`src/rtl/router_pkg.sv`:
```
// Shared definitions for the router ingress framer: header field layout,
// the reserved destination code and the framer state encoding.
package router_pkg;

  localparam int LEN_MSB  = 7;
  localparam int LEN_LSB  = 2;
  localparam int ADDR_MSB = 1;

  localparam logic [1:0] ADDR_INVALID = 2'b11;

  typedef enum logic [2:0] {
    ST_IDLE  = 3'd0,
    ST_LOAD  = 3'd1,
    ST_HDR   = 3'd2,
    ST_PAYLD = 3'd3,
    ST_PAR   = 3'd4,
    ST_GAP   = 3'd5
  } framer_state_t;

  function automatic logic [7:0] make_header(input logic [5:0] len, input logic [1:0] addr);
    logic [7:0] hdr;
    hdr = '0;
    hdr[LEN_MSB:LEN_LSB] = len;
    hdr[ADDR_MSB:0]      = addr;
    return hdr;
  endfunction

endpackage

```
`src/rtl/router_pkt_buf.sv`:
```
// Payload buffer: simple dual-port RAM, synchronous write, registered read,
// contents not reset.
module router_pkt_buf #(
  parameter int DEPTH = 64,
  parameter int AW    = 6
) (
  input  logic          clock,
  input  logic          wr_en,
  input  logic [AW-1:0] wr_addr,
  input  logic [7:0]    wr_data,
  input  logic [AW-1:0] rd_addr,
  output logic [7:0]    rd_data
);

  logic [7:0] mem [DEPTH];

  always_ff @(posedge clock) begin
    if (wr_en) begin
      mem[wr_addr] <= wr_data;
    end
    rd_data <= mem[rd_addr];
  end

endmodule

```
`src/rtl/router_pkt_framer.sv`:
```
// Router ingress framer: buffers a whole payload, then emits header, payload
// and parity back-to-back, honouring the router's busy.
module router_pkt_framer
  import router_pkg::*;
#(
  parameter int MAX_LEN    = 63,
  parameter int GAP_CYCLES = 2
) (
  input  logic       clock,
  input  logic       resetn,
  input  logic       s_hdr_valid,
  output logic       s_hdr_ready,
  input  logic [1:0] s_hdr_addr,
  input  logic [5:0] s_hdr_len,
  input  logic       s_byte_valid,
  output logic       s_byte_ready,
  input  logic [7:0] s_byte_data,
  input  logic       busy,
  output logic [7:0] pkt_data,
  output logic       pkt_valid,
  output logic       pkt_sent,
  output logic       pkt_dropped,
  output logic       framer_idle
);

  localparam int GAP_LAST = (GAP_CYCLES > 0) ? GAP_CYCLES - 1 : 0;

  framer_state_t state;
  logic [1:0]    addr_q;
  logic [5:0]    len_q;
  logic          drop_q;
  logic [5:0]    wr_cnt;
  logic [5:0]    tx_cnt;
  logic [5:0]    rd_ptr;
  logic [5:0]    rd_addr;
  logic [7:0]    rd_data;
  logic [7:0]    parity_acc;
  logic [7:0]    gap_cnt;
  logic          hdr_fire;
  logic          byte_fire;
  logic          advance;

  always_comb begin
    s_hdr_ready  = (state == ST_IDLE);
    framer_idle  = (state == ST_IDLE);
    s_byte_ready = (state == ST_LOAD) && (wr_cnt != len_q);
    hdr_fire     = s_hdr_valid && s_hdr_ready;
    byte_fire    = s_byte_valid && s_byte_ready;
    // rd_data always holds buffer[rd_ptr]; step the pointer when the prefetched byte is issued
    advance      = !busy && ((state == ST_HDR) || ((state == ST_PAYLD) && (tx_cnt != len_q)));
    rd_addr      = advance ? rd_ptr + 6'd1 : rd_ptr;
  end

  router_pkt_buf #(
    .DEPTH(MAX_LEN + 1),
    .AW   (6)
  ) u_buf (
    .clock  (clock),
    .wr_en  (byte_fire && !drop_q),
    .wr_addr(wr_cnt),
    .wr_data(s_byte_data),
    .rd_addr(rd_addr),
    .rd_data(rd_data)
  );

  always_ff @(posedge clock or negedge resetn) begin
    if (!resetn) begin
      state       <= ST_IDLE;
      addr_q      <= '0;
      len_q       <= '0;
      drop_q      <= 1'b0;
      wr_cnt      <= '0;
      tx_cnt      <= '0;
      rd_ptr      <= '0;
      parity_acc  <= '0;
      gap_cnt     <= '0;
      pkt_data    <= '0;
      pkt_valid   <= 1'b0;
      pkt_sent    <= 1'b0;
      pkt_dropped <= 1'b0;
    end else begin
      pkt_sent    <= 1'b0;
      pkt_dropped <= 1'b0;
      rd_ptr      <= rd_addr;
      case (state)
        ST_IDLE: begin
          if (hdr_fire) begin
            addr_q     <= s_hdr_addr;
            len_q      <= s_hdr_len;
            drop_q     <= (s_hdr_addr == ADDR_INVALID) || (s_hdr_len == 6'd0) ||
                          ({2'b00, s_hdr_len} > 8'(MAX_LEN));
            parity_acc <= make_header(s_hdr_len, s_hdr_addr);
            wr_cnt     <= '0;
            tx_cnt     <= '0;
            rd_ptr     <= '0;
            state      <= ST_LOAD;
          end
        end
        ST_LOAD: begin
          if (byte_fire) begin
            wr_cnt     <= wr_cnt + 6'd1;
            parity_acc <= parity_acc ^ s_byte_data;
          end else if (wr_cnt == len_q) begin
            if (drop_q) begin
              pkt_dropped <= 1'b1;
              state       <= ST_IDLE;
            end else begin
              pkt_data  <= make_header(len_q, addr_q);
              pkt_valid <= 1'b1;
              state     <= ST_HDR;
            end
          end
        end
        ST_HDR: begin
          if (!busy) begin
            pkt_data <= rd_data;
            tx_cnt   <= 6'd1;
            state    <= ST_PAYLD;
          end
        end
        ST_PAYLD: begin
          if (!busy) begin
            if (tx_cnt == len_q) begin
              pkt_data  <= parity_acc;
              pkt_valid <= 1'b0;
              state     <= ST_PAR;
            end else begin
              pkt_data <= rd_data;
              tx_cnt   <= tx_cnt + 6'd1;
            end
          end
        end
        ST_PAR: begin
          if (!busy) begin
            pkt_sent <= 1'b1;
            pkt_data <= '0;
            gap_cnt  <= '0;
            state    <= ST_GAP;
          end
        end
        ST_GAP: begin
          if (gap_cnt == 8'(GAP_LAST)) begin
            state <= ST_IDLE;
          end else begin
            gap_cnt <= gap_cnt + 8'd1;
          end
        end
        default: state <= ST_IDLE;
      endcase
    end
  end

endmodule

```
`config.mk`:
```
export PLATFORM = sky130hd
export DESIGN_NAME = router_pkt_framer
export DESIGN_NICKNAME = d
export VERILOG_FILES = /design/src/rtl/router_pkg.sv /design/src/rtl/router_pkt_buf.sv /design/src/rtl/router_pkt_framer.sv
export SDC_FILE = /design/constraint.sdc
export NUM_CORES = 1
export LEC_CHECK = 0
export CAP_MARGIN = 10
export CORE_MARGIN = 1.5
export CORE_UTILIZATION = 49
export DETAILED_ROUTE_END_ITERATION = 8
export GPL_TIMING_DRIVEN = 0
export SKIP_CTS_REPAIR_TIMING = 1
export SLEW_MARGIN = 25
export SYNTH_ARGS = -nofsm -noshare
export SYNTH_HDL_FRONTEND = slang
export SYNTH_HIERARCHICAL = 1
export SYNTH_SLANG_ARGS = --single-unit
export TNS_END_PERCENT = 10
```
`constraint.sdc`:
```
create_clock -name clock -period 8 [get_ports clock]
set_input_delay 0.8 -clock clock [delete_from_list [all_inputs] [get_ports clock]]
set_output_delay 0.8 -clock clock [all_outputs]
set_load 0.02 [all_outputs]
```
==> results.sh <==
export IMPL_fmax_ghz=0.217
export IMPL_clk_path_buf_depth=3
export IMPL_syn_inst=1262
export IMPL_ys_types=67
export IMPL_relSlewSlack_pct=28.6
export IMPL_wl_per_cell_um=28.5
export IMPL_fin_util_pct=56.4
export IMPL_endpoint_kind="register"
export IMPL_clock_root_buffer="clkbuf_16"
export IMPL_overflow=0
export IMPL_cts_sinks=577
export IMPL_syn_area_um2=23400
export IMPL_num_vias=12300
export IMPL_worstPathMaxFanout=10
export IMPL_post_drt_via_cell_ratio=6.13
export IMPL_worstSkewPairLatency_ns=0.62
export IMPL_cts_made_buffers=59
export IMPL_die_h_um=221
export IMPL_core_area_um2=46800
export IMPL_clk_pin_slew_ns=0.06
export IMPL_setup_slack_ns=3.39
export IMPL_drive_gt1_share_pct=22.1
export IMPL_die_area_um2=49000
export IMPL_hold_viol_final=0
export IMPL_start_util_pct=50.0
export IMPL_async_flop_share_pct=9.88
export IMPL_track_usage_pct=23.8
export IMPL_drt_iter0_drc=1070
export IMPL_synth_nets=1288
export IMPL_hold_path_class="in -> async"
export IMPL_drv_slew=0
export IMPL_ys_seq_elements=577
export IMPL_syn_area_per_cell_um2=18.5
export IMPL_critical_path_arrival_ns=5.08
export IMPL_setup_viol=0
export IMPL_pwr_density_cell_nw_per_um2=237
export IMPL_nets=1384
export IMPL_dpl_hpwl_mm=37.4
export IMPL_n_antenna_cell=0
export IMPL_grt_max_degree=67
export IMPL_fin_area_um2=26400
export IMPL_ys_flop_type="edfxtp_1"
export IMPL_post_route_min_period_ns=4.61
export IMPL_grt_pass1_vias=12400
export IMPL_fp_row_count=79
export IMPL_grt_setup_unrepaired="no"
export IMPL_place_area_um2=24500
export IMPL_worstSetupPathType="reg -> reg"
export IMPL_dp_worst_setup_slack_ns=3.19
export IMPL_antenna_found_initial=0
export IMPL_gp_congestion=0.872
export IMPL_grt_pass1_wl_mm=84.1
export IMPL_fp_dieW_um=221
export IMPL_worst_slew_pin_slew_ns=1.07
export IMPL_cp_start_kind="register"
export IMPL_peakVddDrop_mv=0.260
export IMPL_tns_ns=0
export IMPL_dr_pass1_iters=5
export IMPL_cts_htree_levels=2
export IMPL_synth_edf_count=512
export IMPL_cts_tree="built"
export IMPL_cap_violations=0
export IMPL_io_pins=35
export IMPL_final_antenna_net_count=0
export IMPL_area_growth_pct=12.9
export IMPL_p_leak_uw=0.00865
export IMPL_status="complete, no violations"
export IMPL_clock_skew_ns=0.0205
export IMPL_cp_data_required_time_ns=8.47
export IMPL_post_route_period_util_pct=57.6
export IMPL_ys_warn_count=6
export IMPL_post_route_drc_count=0
export IMPL_ys_seq_area_share_pct=72.6
export IMPL_port_buffers=33
export IMPL_wl_mm=57.2
cell families (layout without fill, tap and decap cells):
family,Yosys count,in the layout,synth area share [%]
xor gates and xnor gates,21,21,0.787
DFF,577,577,72.6
buffers and inverters,71,211,1.79
muxes,186,186,14.9
and+or+nand+nor,287,287,5.87
AOI/OAI and AO/OA,115,115,3.77
adders and majority gates,5,5,0.268
synth_stat cells (4+ instances only):
master,instances,area (µm²)
nand2_1,69,259
o21ai_0,16,80.1
buf_2,15,75.1
edfxtp_1,512,15400
buf_6,6,67.6
clkbuf_1,25,93.8
nand3_1,32,160
nor2b_1,16,100
mux4_2,126,2840
nand4_1,5,31.3
or3_1,6,37.5
o22ai_1,8,50.1
o31ai_1,4,30.0
a221oi_1,7,61.3
nand2b_1,9,56.3
o221a_2,10,113
ha_1,5,62.6
and2_1,14,87.6
a21oi_1,15,75.1
mux2i_1,26,260
xor2_1,12,105
nor3_1,13,65.1
nor2_1,102,383
a221o_1,9,90.1
o2bb2ai_1,4,35.0
xnor2_1,9,78.8
buf_4,15,113
o221ai_1,8,70.1
mux2_2,33,372
buf_1,4,15.0
dfxtp_1,8,160
nand3b_1,5,37.5
a211oi_1,5,37.5
dfrtp_1,57,1430
registers in the layout, indices dropped and copies added (netlist names):
| register | count |
|---|---|
| addr_q | 2 |
| drop_q | 1 |
| gap_cnt | 8 |
| len_q | 6 |
| parity_acc | 8 |
| pkt_data | 8 |
| pkt_dropped | 1 |
| pkt_sent | 1 |
| pkt_valid | 1 |
| rd_ptr | 6 |
| state | 3 |
| tx_cnt | 6 |
| u_buf/mem | 512 |
| u_buf/rd_data | 8 |
| wr_cnt | 6 |
power breakdown:
group	total (µW)	internal [µW]	switching, µW
logic	230	81.2	149
clock network	2720	1610	1110
registers	3290	3290	5.54
total	6240	4970	1270
worst max-delay path, cell delays in order, from the launching register on:
cell	delay (ns)
dfrtp_1	0.47
xnor2_1	0.18
and4_4	0.20
a311o_1	0.39
buf_6	0.15
mux2_2	0.23
buf_4	0.25
buf_2	0.38
buf_1	0.84
nand2_1	0.32
o221ai_1	0.27
nor2_1	0.11
nor3_1	0.45
o32ai_1	0.20
final cells by class:
type                    count  area (µm²)
plain buffers              67         404
clock buffers              73        1570
clock inverters            32         332
fillers                  3564       20400
inverters                   4        15.0
multi-input cells         614        5990
flip-flops and latches    577       17000
well taps                 607         759
repair buffers             35         348
final timing paths:
path                                            start                        to  slack, ns  cells after the start
worst max-delay path             len_q[0]$_DFFE_PN0P_  u_buf/rd_data[4]$_DFF_P_       3.39                     13
worst min-delay path                           resetn      state[2]$_DFFE_PN0P_       0.11                      1
worst max register to register   len_q[0]$_DFFE_PN0P_  u_buf/rd_data[4]$_DFF_P_       3.39                     13
worst min register to register  addr_q[1]$_DFFE_PN0P_     addr_q[1]$_DFFE_PN0P_       0.48                      2
max in group asynchronous                      resetn       rd_ptr[4]$_DFF_PN0_       7.39                      2
min in group clock              addr_q[1]$_DFFE_PN0P_     addr_q[1]$_DFFE_PN0P_       0.48                      2
metal layers:
metal  global-route usage (%)  part of all wire (%)
met1                     32.4                    43
met2                     39.7                    50
met3                     3.68                   5.4
met4                     7.52                   2.4
met5                        0                     0
per-stage QoR:
step | instances | power (µW) | hold WS [ns]
after floorplan | 1262 | 3460 | 0.437
after global placement | 1902 | 3590 | 0.471
after detailed placement | 1904 | 3590 | 0.474
after CTS | 2009 | 6300 | 0.0968
after global routing | 2009 | 6420 | 0.128
final | 2009 | 6240 | 0.112
cell usage in the layout (no fill, tap or decap), types with 5 or more instances in the layout:
cell and n:
a21oi_1 15, clkinv_1 10, nand3_1 32, clkinv_2 13, nand2_1 69, o21ai_0 16
clkdlybuf4s50_1 24, and2_1 14, buf_2 15, mux4_2 126, ha_1 5, o221a_2 10
a211oi_1 5, a221o_1 9, nor2b_1 16, o221ai_1 8, dfxtp_1 8, dfrtp_1 57
nand2b_1 9, nand4_1 5, nor3_1 11, mux2i_1 26, buf_6 6, nand3b_1 5
bufinv_16 7, clkbuf_1 37, xnor2_1 9, mux2_2 33, clkbuf_16 61, nor2_1 102
xor2_1 12, buf_4 24, or3_1 6, edfxtp_1 512, o22ai_1 8, a221oi_1 7
Note: power is estimated with default switching activity, not from simulation.
